$ cat src/rtl/qu_instr_decoder.sv
// rtl/qu_instr_decoder.sv - RV32I decode stage with a 2-entry registered skid buffer
module qu_instr_decoder #(
  parameter int PC_WIDTH  = 12,
  parameter int CNT_WIDTH = 16
) (
  input  logic                 clk,
  input  logic                 rst_n,
  input  logic                 flush_i,
  input  logic                 in_valid_i,
  output logic                 in_ready_o,
  input  logic [31:0]          instr_i,
  input  logic [PC_WIDTH-1:0]  pc_i,
  output logic                 out_valid_o,
  input  logic                 out_ready_i,
  output logic [3:0]           optype_o,
  output logic [4:0]           rd_o,
  output logic [4:0]           rs1_o,
  output logic [4:0]           rs2_o,
  output logic [2:0]           funct3_o,
  output logic [6:0]           funct7_o,
  output logic [31:0]          imm_o,
  output logic                 rd_valid_o,
  output logic                 rs1_valid_o,
  output logic                 rs2_valid_o,
  output logic                 imm_valid_o,
  output logic                 illegal_o,
  output logic [PC_WIDTH-1:0]  pc_o,
  output logic [CNT_WIDTH-1:0] illegal_cnt_o
);

  typedef struct packed {
    logic [3:0]          optype;
    logic [4:0]          rd;
    logic [4:0]          rs1;
    logic [4:0]          rs2;
    logic [2:0]          funct3;
    logic [6:0]          funct7;
    logic [31:0]         imm;
    logic                rd_valid;
    logic                rs1_valid;
    logic                rs2_valid;
    logic                imm_valid;
    logic                illegal;
    logic [PC_WIDTH-1:0] pc;
  } bundle_t;

  localparam logic [6:0] OPC_R      = 7'b0110011;
  localparam logic [6:0] OPC_IMM    = 7'b0010011;
  localparam logic [6:0] OPC_LOAD   = 7'b0000011;
  localparam logic [6:0] OPC_STORE  = 7'b0100011;
  localparam logic [6:0] OPC_BRANCH = 7'b1100011;
  localparam logic [6:0] OPC_JAL    = 7'b1101111;
  localparam logic [6:0] OPC_JALR   = 7'b1100111;
  localparam logic [6:0] OPC_LUI    = 7'b0110111;
  localparam logic [6:0] OPC_AUIPC  = 7'b0010111;
  localparam logic [6:0] OPC_SYSTEM = 7'b1110011;
  localparam logic [6:0] OPC_FENCE  = 7'b0001111;
  localparam logic [6:0] F7_ALT     = 7'b0100000;
  localparam logic [CNT_WIDTH-1:0] CNT_ONE = {{(CNT_WIDTH-1){1'b0}}, 1'b1};

  logic [2:0]  f3;
  logic [6:0]  f7;
  logic [31:0] imm_i, imm_s, imm_b, imm_u, imm_j;

  assign f3    = instr_i[14:12];
  assign f7    = instr_i[31:25];
  assign imm_i = {{20{instr_i[31]}}, instr_i[31:20]};
  assign imm_s = {{20{instr_i[31]}}, instr_i[31:25], instr_i[11:7]};
  assign imm_b = {{20{instr_i[31]}}, instr_i[7], instr_i[30:25], instr_i[11:8], 1'b0};
  assign imm_u = {instr_i[31:12], 12'h000};
  assign imm_j = {{12{instr_i[31]}}, instr_i[19:12], instr_i[20], instr_i[30:21], 1'b0};

  bundle_t     dec;
  logic [3:0]  cls;
  logic [31:0] imm;
  logic        bad, wr_rd, use_rs1, use_rs2, use_imm;

  always_comb begin
    cls     = 4'd15;
    imm     = 32'h0;
    bad     = 1'b0;
    wr_rd   = 1'b0;
    use_rs1 = 1'b0;
    use_rs2 = 1'b0;
    use_imm = 1'b1;
    case (instr_i[6:0])
      OPC_R: begin
        cls = 4'd0; wr_rd = 1'b1; use_rs1 = 1'b1; use_rs2 = 1'b1; use_imm = 1'b0;
        bad = !((f7 == 7'h00) || (f7 == F7_ALT && (f3 == 3'b000 || f3 == 3'b101)));
      end
      OPC_IMM: begin
        cls = 4'd1; wr_rd = 1'b1; use_rs1 = 1'b1; imm = imm_i;
        bad = (f3 == 3'b001 && f7 != 7'h00) ||
              (f3 == 3'b101 && f7 != 7'h00 && f7 != F7_ALT);
      end
      OPC_LOAD: begin
        cls = 4'd2; wr_rd = 1'b1; use_rs1 = 1'b1; imm = imm_i;
        bad = (f3 == 3'b011) || (f3 == 3'b110) || (f3 == 3'b111);
      end
      OPC_STORE: begin
        cls = 4'd3; use_rs1 = 1'b1; use_rs2 = 1'b1; imm = imm_s;
        bad = (f3 > 3'b010);
      end
      OPC_BRANCH: begin
        cls = 4'd4; use_rs1 = 1'b1; use_rs2 = 1'b1; imm = imm_b;
        bad = (f3 == 3'b010) || (f3 == 3'b011);
      end
      OPC_JAL:   begin cls = 4'd5; wr_rd = 1'b1; imm = imm_j; end
      OPC_JALR: begin
        cls = 4'd6; wr_rd = 1'b1; use_rs1 = 1'b1; imm = imm_i;
        bad = (f3 != 3'b000);
      end
      OPC_LUI:   begin cls = 4'd7; wr_rd = 1'b1; imm = imm_u; end
      OPC_AUIPC: begin cls = 4'd8; wr_rd = 1'b1; imm = imm_u; end
      OPC_SYSTEM: begin
        // funct3=000 covers ECALL/EBREAK only; every other legal funct3 is a CSR op
        cls = 4'd9; imm = imm_i;
        wr_rd   = (f3 != 3'b000);
        use_rs1 = (f3 == 3'b001) || (f3 == 3'b010) || (f3 == 3'b011);
        bad = (f3 == 3'b100) || (f3 == 3'b000 && instr_i[31:20] > 12'd1);
      end
      OPC_FENCE: begin
        cls = 4'd10; use_imm = 1'b0;
        bad = (f3 > 3'b001);
      end
      default: bad = 1'b1;
    endcase
    if (instr_i[1:0] != 2'b11) bad = 1'b1;

    dec.rd        = instr_i[11:7];
    dec.rs1       = instr_i[19:15];
    dec.rs2       = instr_i[24:20];
    dec.funct3    = f3;
    dec.funct7    = f7;
    dec.pc        = pc_i;
    dec.illegal   = bad;
    dec.optype    = bad ? 4'd15 : cls;
    dec.imm       = bad ? 32'h0 : imm;
    dec.rd_valid  = !bad && wr_rd && (instr_i[11:7] != 5'd0);
    dec.rs1_valid = !bad && use_rs1;
    dec.rs2_valid = !bad && use_rs2;
    dec.imm_valid = !bad && use_imm;
  end

  bundle_t               e0, e1;
  logic                  e0_valid, e1_valid;
  logic [CNT_WIDTH-1:0]  illegal_cnt;
  logic                  accept, xfer;

  assign in_ready_o = !e1_valid;
  assign accept     = in_valid_i && in_ready_o;
  assign xfer       = e0_valid && out_ready_i;

  always_ff @(posedge clk or negedge rst_n) begin
    if (!rst_n) begin
      e0_valid    <= 1'b0;
      e1_valid    <= 1'b0;
      e0          <= '0;
      e1          <= '0;
      illegal_cnt <= '0;
    end else begin
      // a transfer coinciding with flush still happened downstream, so it is counted
      if (xfer && e0.illegal && illegal_cnt != '1)
        illegal_cnt <= illegal_cnt + CNT_ONE;
      if (flush_i) begin
        e0_valid <= 1'b0;
        e1_valid <= 1'b0;
      end else if (xfer) begin
        if (e1_valid) begin
          e0       <= e1;
          e1_valid <= 1'b0;
        end else if (accept) begin
          e0 <= dec;
        end else begin
          e0_valid <= 1'b0;
        end
      end else if (accept) begin
        if (!e0_valid) begin
          e0       <= dec;
          e0_valid <= 1'b1;
        end else begin
          e1       <= dec;
          e1_valid <= 1'b1;
        end
      end
    end
  end

  assign out_valid_o   = e0_valid;
  assign optype_o      = e0.optype;
  assign rd_o          = e0.rd;
  assign rs1_o         = e0.rs1;
  assign rs2_o         = e0.rs2;
  assign funct3_o      = e0.funct3;
  assign funct7_o      = e0.funct7;
  assign imm_o         = e0.imm;
  assign rd_valid_o    = e0.rd_valid;
  assign rs1_valid_o   = e0.rs1_valid;
  assign rs2_valid_o   = e0.rs2_valid;
  assign imm_valid_o   = e0.imm_valid;
  assign illegal_o     = e0.illegal;
  assign pc_o          = e0.pc;
  assign illegal_cnt_o = illegal_cnt;

endmodule

$ cat config.mk
export PLATFORM = sky130hd
export DESIGN_NAME = qu_instr_decoder
export DESIGN_NICKNAME = d
export VERILOG_FILES = /design/src/rtl/qu_instr_decoder.sv
export SDC_FILE = /design/constraint.sdc
export NUM_CORES = 1
export LEC_CHECK = 0
export ABC_AREA = 1
export BUFFER_PORTS_ARGS = -buffer_cell sky130_fd_sc_hd__buf_2
export CAP_MARGIN = 30
export CORE_MARGIN = 5
export CORE_UTILIZATION = 40
export DETAILED_ROUTE_END_ITERATION = 10
export MAX_ROUTING_LAYER = met4
export PLACE_DENSITY = 0.62
export SLEW_MARGIN = 30
export SYNTH_ARGS = -nofsm -noshare
export SYNTH_HDL_FRONTEND = slang
export SYNTH_SLANG_ARGS = --single-unit
$ cat constraint.sdc
create_clock -name clk -period 1.7 [get_ports clk]
set_input_delay 0.085 -clock clk [delete_from_list [all_inputs] [get_ports clk]]
set_output_delay 0.085 -clock clk [all_outputs]
set_load 0.05 [all_outputs]
==> run summary, run 1 <==
#FFs+latches synth -> 174
Worst-path clk slew -> 0.07 ns
Drt first pass iters -> 5
Worst slew pin tran -> 0.424 ns
Unique masters post-synth -> 28
Total Routing Usage GR -> 0.214
CTS Sinks -> 174
Met1 Use GR -> 0.291
Worst hold start -> out_ready_i
Routed Antenna Nets -> 0
Row count -> 53
Grt met3 use -> 0.0350
Die Span X -> 155 um
P_int -> 7740 uW
Yosys warning count -> 0
Placer Congestion -> 0.963
Die Height -> 155 um
CP Capture Type -> flip-flop
Clk_lat worst skew -> 0.43 ns
Worst-case clock skew -> 0.0108 ns
Number of DRC markers in iteration 0 -> 487
Endpoints failing setup -> 0
Hold Slack -> 0.0215 ns
Commonest non-fill, non-tap cells in the layout -> nand2_1, dfrtp_1, nor2_1
Post-Synthesis Cell Area -> 8420 sq um
Share of layout cells above drive strength 1 -> 0.222
Status -> complete, no violations
Combinational Power Share -> 0.208
Fin. max-slew vios -> 0
Period utilization -> 0.968
CP Class -> reg2reg
Global route hottest layer -> met2
Drt total wl -> 24600 um
Multi-input combinational cell area -> 3700 sq um
Relative slew slack -> 0.716
Post-synth net total -> 1171
H-tree depth -> 4
DR WL/cell -> 15.1 um
CTS Root Cell -> clkbuf_16
Dpl hpwl -> 17800 um
Top Ports -> 145
Seq pwr share -> 0.432
Vias -> 7957
Layout Utilization -> 0.530
CTS Buf Count -> 17
Grt met2 use -> 0.338
Filler cell count -> 2073
NetSw -> 3790 uW
WHS Path Cells -> 4
CTS tree -> built
Max stage delay on crit path -> 0.45 ns
Bufs and invs on worst path -> 0
Core area -> 20900 sq um
Maximum vdd ir drop -> 614 uV
Worst setup SP type -> flip-flop
Minimum clock period -> 1.64 ns
FF-to-FF End -> illegal_cnt_o[14]
Bufs on Longest Clock Path -> 2
Seq. cell area -> 4370 sq um
IO buf count -> 144
Vias per cell -> 4.90
Power Density -> 1040 nW/um^2
Reg2reg setup slack -> 0.06 ns
DRC Markers -> 0
Total power -> 11500 uW
Initial Util -> 0.403
Fmax achieved -> 0.608 GHz
Seq/Total Area, Yosys -> 0.517
R2R depth -> 9
Commonest non-fill, non-tap cell in the layout -> nand2_1
Max cap viols -> 0
N_diodes -> 0
Syn_area_per_cell -> 7.51 sq um
Unrepaired setup endpoints after global routing -> yes
Vias in the first global route -> 7782
Worst path arrival time -> 1.99 ns
First-pass GRT wire length -> 40200 um
Die area -> 24000 sq um
Initial antenna violation count -> 0
Leakage -> 0.00607 uW
Crit-path max FO -> 4
Hold worst-path end -> e1_valid
Net Sw Frac -> 0.329
Critical-path cell list -> ha_4 -> nand3_2 -> nor3_2 -> nand3_1 -> nand2_2 -> nor2_2 -> nand2_2 -> nor3_2 -> xor2_1
Area growth, synth to finish -> 31.5%
Largest net degree at the start of global routing -> 64
Worst Path Required -> 2.04 ns
Clock power share -> 0.360
Critical path's top delay family -> simple AND/OR/NAND/NOR gates
Final Net Count -> 1386
Type of the tightest min-delay check -> in2reg
Slowest CP cell -> dfrtp_2
Synth Instances -> 1121
GR Overflow Total -> 0
Reg2Reg Launch Point -> illegal_cnt_o[0]
Fin. Hold Viols -> 0
==> cell families after synthesis <==
logic type      after synthesis  share of synthesized area
buf+inv                     114                     0.0562
fa+ha+maj                     1                    0.00149
flops                       174                      0.517
simple gates                687                      0.326
compound gates              130                     0.0835
xor+xnor                     15                     0.0156
==> layout make-up <==
cell class | instances | area share
Timing Repair Buffer | 256 | 0.166
Inverter | 54 | 0.0188
Tap cell | 275 | 0.0311
Clock buffer | 19 | 0.0400
Sequential cell | 174 | 0.394
Clock inverter | 13 | 0.0158
Multi-Input combinational cell | 833 | 0.334
==> sequential cells by signal, summed over array words and instances (netlist names), 3 cells and up <==
signal         count
funct3_o           3
rs1_o              5
optype_o           4
e1                78
rs2_o              5
pc_o              12
illegal_cnt_o     16
rd_o               5
imm_o             32
funct7_o           7
==> how the worst max path moves through the flow <==
stage	slack (ns)	cells past startpoint	from	endpoint
floorplan	-0.007	10	illegal_cnt_o[0]	illegal_cnt_o[13]
global placement	-0.13	15	instr_i[3]	imm_o[22]
detailed placement	-0.12	15	instr_i[5]	imm_o[20]
CTS	0.006	14	instr_i[24]	imm_o[20]
global route	-0.01	9	illegal_cnt_o[0]	illegal_cnt_o[14]
finish	0.06	9	illegal_cnt_o[0]	illegal_cnt_o[14]
==> tightest hold or removal path, delay by kind of cell <==
family | cells | cell delay (ns)
buf+inv | 1 | 0.10
simple gates | 3 | 0.23
==> synthesized netlist by cell type, drive strengths merged <==
cell / n / area [sq um]
nand2: 444 / 1680
dfrtp: 174 / 4350
nor2: 154 / 607
o21ai: 73 / 365
nand3: 71 / 355
inv: 52 / 195
clkbuf: 42 / 158
a31oi: 37 / 231
buf: 18 / 113
a21oi: 17 / 85.1
nand4: 11 / 68.8
xor2: 8 / 70.1
xnor2: 7 / 61.3
nor3: 6 / 30.0
clkinv: 2 / 7.51
ha: 1 / 12.5
nor4: 1 / 6.26
o21a: 1 / 7.51
o22ai: 1 / 6.26
o31ai: 1 / 7.51
==> power groups by stage <==
stage	logic [uW]	clock network, uW	registers, uW
2_1_floorplan	713	0	5870
3_3_place_gp	2320	0	5040
3_5_place_dp	2340	0	5060
4_1_cts	2410	4250	4990
5_1_grt	2610	4420	5050
6_report	2400	4160	4980
==> routing by layer <==
layer  share of wire  up-vias
met5               0        -
met4           0.016        0
met3           0.048       23
met2            0.48      185
met1            0.46     3749
li1                -     4000
==> timing repair <==
action                     4_1_cts  5_1_grt
hold endpoints to repair       224        0
setup endpoints to repair        0       99
setup buffers                    0        4
hold buffers                    31        0
gates resized for setup          0       19
==> per-stage QoR <==
step	setup slack [ns]	TNS, ns	cell area, sq um	cells
after floorplan	-0.00676	-0.00999	8500	1121
final	0.0552	0	11100	1624
after detailed placement	-0.117	-4.11	10000	1557
after global routing	-0.0124	-0.0126	11100	1624
after CTS	0.00644	0	11000	1620
after global placement	-0.133	-4.72	10000	1557
Power figures use the tool's default switching activity.
==> run 2, diff against run 1 <==
--- a/config.mk
+++ b/config.mk
@@ -5,14 +5,13 @@
 export SDC_FILE = /design/constraint.sdc
 export NUM_CORES = 1
 export LEC_CHECK = 0
-export ABC_AREA = 1
 export BUFFER_PORTS_ARGS = -buffer_cell sky130_fd_sc_hd__buf_2
 export CAP_MARGIN = 30
 export CORE_MARGIN = 5
 export CORE_UTILIZATION = 40
 export DETAILED_ROUTE_END_ITERATION = 10
 export MAX_ROUTING_LAYER = met4
-export PLACE_DENSITY = 0.62
+export PLACE_DENSITY = 0.63
 export SLEW_MARGIN = 30
 export SYNTH_ARGS = -nofsm -noshare
 export SYNTH_HDL_FRONTEND = slang
==> constraint.sdc (replaced) <==
create_clock -name clk -period 1.5 [get_ports clk]
set_input_delay 0.075 -clock clk [delete_from_list [all_inputs] [get_ports clk]]
set_output_delay 0.075 -clock clk [all_outputs]
set_load 0.05 [all_outputs]
==> run 2 against run 1 <==
  * The flow now finishes with violations (negative hold slack, negative setup slack)
  * Combinational power grew 51%
  * Flip-flop and latch count is the same
  * Count of clock-buffer cells in the layout shrank 2
  * Setup slack lost 0.26 ns
  * Sequential share of layout area shrank 5.9 points
  * Sequential power grew 15%
  * Register-to-register slack lost 0.26 ns
  * Clock skew is essentially flat
  * Power grew 20%
  * Largest cell class is now multi-input combinational cells
  * Largest power group unchanged
==> run summary, run 2 <==
Seq/Total Area, Yosys -> 0.527 (+0.00947)
Setup_tns -> -19.15 ns (-19.15 ns)
Syn_area_per_cell -> 8.84 sq um (+18%)
Reg2reg setup slack -> -0.21 ns (-0.26 ns)
Post-Synthesis Cell Area -> 8270 sq um (-1.8%)
Final Net Count -> 1286 (-7.2%)
Core area -> 20300 sq um (-2.8%)
Filler cell count -> 1626 (-22%)
Worst slew pin tran -> 0.562 ns (+0.137 ns)
Max FFs per register -> 78 (unchanged)
GR Overflow Total -> 0 (unchanged)
First-pass GRT wire length -> 43000 um (+6.7%)
Yosys top cell area share -> 0.527 (+0.00947)
Combinational Power Share -> 0.261 (+0.053)
Placer Congestion -> 0.853 (-11%)
Number of DRC markers in iteration 0 -> 681 (+40%)
DRC Markers -> 0 (unchanged)
Post-synth EDFFs -> 0 (unchanged)
Maximum vdd ir drop -> 731 uV (+19%)
Post-synth net total -> 985 (-16%)
Vias per cell -> 5.53 (+13%)
P_int -> 9150 uW (+18%)
IO buf count -> 144 (unchanged)
CTS Root Cell -> clkbuf_16
Clock power share -> 0.327 (-0.033)
Area contributors post-synth -> dfrtp_1, nand2_1, o31ai_1
Vias -> 8404 (+5.6%)
Fin. Hold Viols -> 1 (+1)
Die area -> 23600 sq um (-1.7%)
Worst path arrival time -> 2.03 ns (+0.04 ns)
Area growth, synth to finish -> 57.6%
Top cells by count, synth -> nand2_1, dfrtp_1, a21oi_1, clkbuf_1, nor2_1
CP Class -> in2reg
Vias in the first global route -> 7834 (+0.67%)
Minimum clock period -> 1.71 ns
Drt total wl -> 30000 um (+22%)
Max cap viols -> 0 (unchanged)
Failing checks -> negative hold slack, negative setup slack
CTS Buf Count -> 17 (unchanged)
Die Height -> 154 um (-0.84%)
Fmax achieved -> 0.586 GHz
R2R depth -> 8 (-1)
Unrepaired setup endpoints after global routing -> yes
Primary FF master, synth -> dfrtp_1
Commonest non-fill, non-tap cells in the layout -> nand2_1, dfrtp_1, buf_2
Bufs on Longest Clock Path -> 2 (unchanged)
Crit-path max FO -> 32 (+28)
Seq pwr share -> 0.412 (-0.020)
CTS tree -> built
H-tree depth -> 4 (unchanged)
NetSw -> 4720 uW (+25%)
Largest net degree at the start of global routing -> 49 (-23%)
Inst Count DP -> 1416 (-9.1%)
Total Routing Usage GR -> 0.233 (+0.0191)
Final setup margin -> -0.208 ns (-0.263 ns)
CTS Sinks -> 174 (unchanged)
Leakage -> 0.00606 uW (-0.23%)
Row count -> 52 (-1.9%)
Unique masters post-synth -> 53 (+89%)
Status -> finished with violations
Routed Antenna Nets -> 0 (unchanged)
Fin. max-slew vios -> 0 (unchanged)
Net Sw Frac -> 0.340 (+0.0116)
Top reg by flops -> e1
DR WL/cell -> 19.7 um (+30%)
Worst-path clk slew -> 0.07 ns (about the same)
Period utilization -> 1.14
CP Capture Type -> flip-flop
Type of the tightest min-delay check -> in2reg
Top Ports -> 145 (unchanged)
N_diodes -> 0 (unchanged)
Yosys warning count -> 0 (unchanged)
Final non-filler cell total -> 1519 (-6.5%)
Worst-case clock skew -> 0.0106 ns (-0.000167 ns)
Power Density -> 1070 nW/um^2 (+2.2%)
Most frequent cell after synthesis -> nand2_1
#FFs+latches synth -> 174 (unchanged)
Worst setup SP type -> primary input
Share of layout cells above drive strength 1 -> 0.450 (+0.228)
Largest area contributor in the netlist -> dfrtp_1
Commonest non-fill, non-tap cell in the layout -> nand2_1
Endpoints failing setup -> 168 (+168)
Initial antenna violation count -> 0 (unchanged)
Layout Utilization -> 0.642 (+0.112)
Synth Instances -> 935 (-17%)
Hold Slack -> -0.00521 ns (-0.0267 ns)
Total power -> 13900 uW (+20%)
Clk_lat worst skew -> 0.43 ns (about the same)
Drt first pass iters -> 6 (+1)
Initial Util -> 0.407 (+0.00424)
Async set or reset register ratio after synthesis -> 1.00 (unchanged)
Worst Path Required -> 1.82 ns (-0.22 ns)
Relative slew slack -> 0.616 (-0.100)
Dpl hpwl -> 18400 um (+3.0%)
WHS Path Cells -> 4 (unchanged)
Die Span X -> 154 um (-0.84%)
-- run 2: cell types whose count changed in the layout (fill, tap and decap cells not counted), moves of 24 or more --
cell     change
nand2_1    -253
nor2_1     -124
nand3_1     -49
buf_4       +47
a21oi_1     +45
o31ai_1     +43
inv_1       -40
nand2_2     +36
and3_1      +34
o21ai_0     -31
nor2_2      +28
buf_6       +24
nand2_4     +24
-- run 2: through the flow --
stage	worst slack (ns)	cell area, sq um
after global placement	-0.588	10500
after detailed placement	-0.662	10500
after CTS	-0.189	11800
after global routing	-0.284	13000
after floorplan	-0.470	8640
final	-0.208	13000
-- run 2: cells by family (layout without fill, tap and decap cells) --
| group | count (synthesis) | count (layout) | share of synthesized area |
|---|---|---|---|
| AND/OR/NAND/NOR | 429 | 430 | 0.232 |
| AO/OA/AOI/OAI | 227 | 227 | 0.174 |
| flip-flops | 174 | 174 | 0.527 |
| buffers and inverters | 85 | 398 | 0.0446 |
| XOR/XNOR | 17 | 17 | 0.0180 |
| multiplexers | 2 | 2 | 0.00272 |
| adder cells (fa/ha/maj) | 1 | 1 | 0.00151 |
-- run 2: worst paths after layout --
check,startpoint,end
setup / recovery,instr_i[29],e1[46]
hold / removal,instr_i[26],e1[50]
setup reg to reg,illegal_cnt_o[0],illegal_cnt_o[9]
hold reg to reg,e1[29],e1[29]
max in group asynchronous,rst_n,e1[49]
min in group asynchronous,rst_n,illegal_cnt_o[11]
-- run 2: layout make-up --
type	count	area, sq um	area share
Inverter	7	30.0	0.00231
Clock inverter	15	175	0.0134
Sequential cell	174	4370	0.336
Tap cell	270	338	0.0259
Clock buffer	17	425	0.0327
Timing Repair Buffer	359	3250	0.249
Multi-Input combinational cell	677	4440	0.341
-- run 2: what timing repair did --
action / 4_1_cts / 5_1_grt
setup buffers: 10 / 14
setup endpoints to repair: 163 / 172
hold endpoints to repair: 93 / 0
hold buffers: 25 / 0
gates resized for setup: 47 / 214
pin swaps: 29 / 64
gates cloned: 7 / 19
-- run 2: metal layers --
layer / up-vias / GRT usage / routed length [um]
met5: - / - / 0
met4: 0 / 0.0601 / 734
met3: 59 / 0.0416 / 1920
met2: 328 / 0.361 / 14700
met1: 4135 / 0.319 / 12600
li1: 3882 / - / -
-- run 2: worst max-delay path: stages --
cell and delay [ns]:
buf_6 0.09, or4_4 0.57, nor3_4 0.20, a2111oi_4 0.12, nor4_4 0.31, nand3_4 0.17, buf_12 0.22, o31ai_2 0.27
-- run 2: power groups by stage --
| stage | combinational [uW] | clock [uW] | sequential, uW |
|---|---|---|---|
| after global routing | 3850 | 4790 | 5780 |
| after global placement | 2950 | 0 | 5650 |
| final | 3620 | 4540 | 5720 |
| after CTS | 3150 | 4580 | 5580 |
| after detailed placement | 2990 | 0 | 5670 |
| after floorplan | 932 | 0 | 6600 |
==> run 3, diff against run 2 <==
--- a/config.mk
+++ b/config.mk
@@ -11,7 +11,6 @@
 export CORE_UTILIZATION = 40
 export DETAILED_ROUTE_END_ITERATION = 10
 export MAX_ROUTING_LAYER = met4
-export PLACE_DENSITY = 0.63
 export SLEW_MARGIN = 30
 export SYNTH_ARGS = -nofsm -noshare
 export SYNTH_HDL_FRONTEND = slang
==> run 3 against run 2 <==
  * Die area unchanged
  * Setup slack worse by 0.067 ns
  * Register-to-register slack lost 0.07 ns
  * Critical path type is now reg2reg
  * The run ends with negative setup slack left
  * Combinational power grew 3%
  * Critical endpoint is now imm_o[21]
==> run summary, run 3 (synthesis results as in run 2) <==
Status -> finished with violations
Failing checks -> negative setup slack
Commonest non-fill, non-tap cell in the layout -> nand2_1
Worst Path Required -> 1.82 ns (about the same)
CTS Sinks -> 174 (unchanged)
IO buf count -> 144 (unchanged)
Crit-path most repeated cell -> buf_12
Slowest CP cell -> dfrtp_2
Minimum clock period -> 1.77 ns (+0.0665 ns)
Area growth, synth to finish -> 62.6%
Routed Antenna Nets -> 0 (unchanged)
Top reg by flops -> e1
Worst-path clk slew -> 0.08 ns (about the same)
Vias -> 8537 (+1.6%)
CTS Root Cell -> clkbuf_16
Max stage delay on crit path -> 0.43 ns (-0.14 ns)
Core area -> 20300 sq um (unchanged)
Crit path from -> e1_valid
Drt first pass iters -> 6 (unchanged)
First-pass GRT wire length -> 46100 um (+7.3%)
GR Overflow Total -> 0 (unchanged)
Critical-path cell list -> clkinvlp_4 -> nand2_4 -> a211oi_4 -> buf_12 -> buf_12 -> buf_16 -> and3_1 -> a21oi_1 -> o31ai_1
Maximum vdd ir drop -> 629 uV (-14%)
Period utilization -> 1.18 (+0.0444)
H-tree depth -> 4 (unchanged)
Die Span X -> 154 um (unchanged)
Type of the tightest min-delay check -> in2reg
CTS Buf Count -> 17 (unchanged)
Initial Util -> 0.407 (unchanged)
Die area -> 23600 sq um (unchanged)
Hold Slack -> 0.0238 ns (+0.0290 ns)
Commonest non-fill, non-tap cells in the layout -> nand2_1, dfrtp_1, buf_2
Vias per cell -> 5.58 (+0.79%)
Number of DRC markers in iteration 0 -> 798 (+17%)
Die Height -> 154 um (unchanged)
Filler cell count -> 1594 (-2.0%)
DR WL/cell -> 20.4 um (+3.5%)
Unrepaired setup endpoints after global routing -> yes
Reg2reg setup slack -> -0.27 ns (-0.07 ns)
DRC Markers -> 0 (unchanged)
Total Routing Usage GR -> 0.249 (+0.0166)
CTS tree -> built
Row count -> 52 (unchanged)
Vias in the first global route -> 8326 (+6.3%)
Worst slew pin tran -> 0.572 ns (+0.0107 ns)
Fmax achieved -> 0.564 GHz (-3.8%)
Worst-case clock skew -> 0.00885 ns (-0.00173 ns)
Worst path arrival time -> 2.09 ns (+0.06 ns)
Fin. Hold Viols -> 0 (-1)
Crit-path max FO -> 6 (-81%)
FF-to-FF End -> imm_o[21]
Top Ports -> 145 (unchanged)
Leakage -> 0.00616 uW (+1.7%)
Reg2Reg Launch Point -> e1_valid
Worst Setup EP -> imm_o[21]
CP Capture Type -> flip-flop
Dpl hpwl -> 18200 um (-0.57%)
Endpoints failing setup -> 171 (+1.8%)
Drt total wl -> 31300 um (+4.4%)
Layout Utilization -> 0.662 (+0.0205)
Final Net Count -> 1297 (+0.86%)
Final setup margin -> -0.274 ns (-0.0665 ns)
Bufs on Longest Clock Path -> 2 (unchanged)
Fin. max-slew vios -> 0 (unchanged)
Pre-CTS setup slack -> -0.742 ns (-0.0804 ns)
CP Class -> reg2reg
R2R depth -> 9 (+1)
Setup_tns -> -21.69 ns (-2.53 ns)
Worst setup SP type -> flip-flop
Placer Congestion -> 0.866 (+1.6%)
Relative slew slack -> 0.619 (+0.00256)
Initial antenna violation count -> 1 (+1)
Largest net degree at the start of global routing -> 48 (-2.0%)
Clk_lat worst skew -> 0.43 ns (about the same)
Share of layout cells above drive strength 1 -> 0.438 (-0.0119)
Max FFs per register -> 78 (unchanged)
Max cap viols -> 0 (unchanged)
Power Density -> 1030 nW/um^2 (-3.3%)
[run 3: cell types whose count changed in the layout (fill, tap and decap cells not counted), sizes merged]
cell         change
and3             +1
bufinv           -1
buf             +15
or3              -1
diode            +1
dlygate4sd3      +1
clkbuf           -4
[run 3: area by class of cell]
class	count	area (sq um)	area share
multi-input combinational	677	4590	0.342
sequential	174	4370	0.325
timing repair buffer	370	3530	0.263
clock buffer	18	429	0.0319
tap	270	338	0.0251
clock inverter	14	150	0.0112
inverter	7	30.0	0.00223
antenna	1	2.50	0.000186
[run 3: repair_timing]
item                                    4_1_cts  5_1_grt
pin swaps                                    40       25
gates cloned                                 16       13
endpoints found under the setup margin      164      173
gates resized for setup                     118      140
hold endpoints to repair                    114        0
setup buffers                                21        5
hold buffers                                 26        0
[run 3: critical path, delay by kind of cell (launching register included)]
family | cells | cell delay (ns)
AO/OA/AOI/OAI | 3 | 0.42
buffers and inverters | 4 | 0.57
flip-flops | 1 | 0.43
AND/OR/NAND/NOR | 2 | 0.23
[run 3: per-layer routing]
layer | routed length [um] | vias to the layer above | part of all wire | GRT usage
li1 | - | 3906 | - | -
met1 | 12900 | 4219 | 0.41 | 0.333
met2 | 15500 | 349 | 0.50 | 0.399
met3 | 2000 | 63 | 0.064 | 0.0363
met4 | 819 | 0 | 0.026 | 0.0715
met5 | 0 | - | 0 | -
[run 3: per-stage QoR]
step | instance area (sq um) | total power (uW) | cells
after floorplan | 8640 | 7540 | 935
after global placement | 10600 | 8630 | 1424
after detailed placement | 10600 | 8680 | 1424
final | 13400 | 13900 | 1531
after CTS | 12500 | 13500 | 1518
after global routing | 13400 | 14400 | 1531
[run 3: worst min path at each step]
stage                              endpoint  slack, ns         from  cells past startpoint
after floorplan                       e1[0]      -0.22        rst_n                      0
after global placement    illegal_cnt_o[11]       0.08        rst_n                      1
after detailed placement  illegal_cnt_o[12]       0.08        rst_n                      1
after CTS                            e1[60]      0.009  instr_i[21]                      4
after global routing                 e1[60]       0.02  instr_i[21]                      4
final                                e1[56]       0.02  instr_i[12]                      4
[run 3: where the power goes]
part | internal (uW) | total [uW] | leakage (uW) | switching (uW)
registers | 5260 | 5660 | 0.00220 | 400
clock network | 2360 | 4450 | 0.000276 | 2090
logic | 1410 | 3740 | 0.00368 | 2330
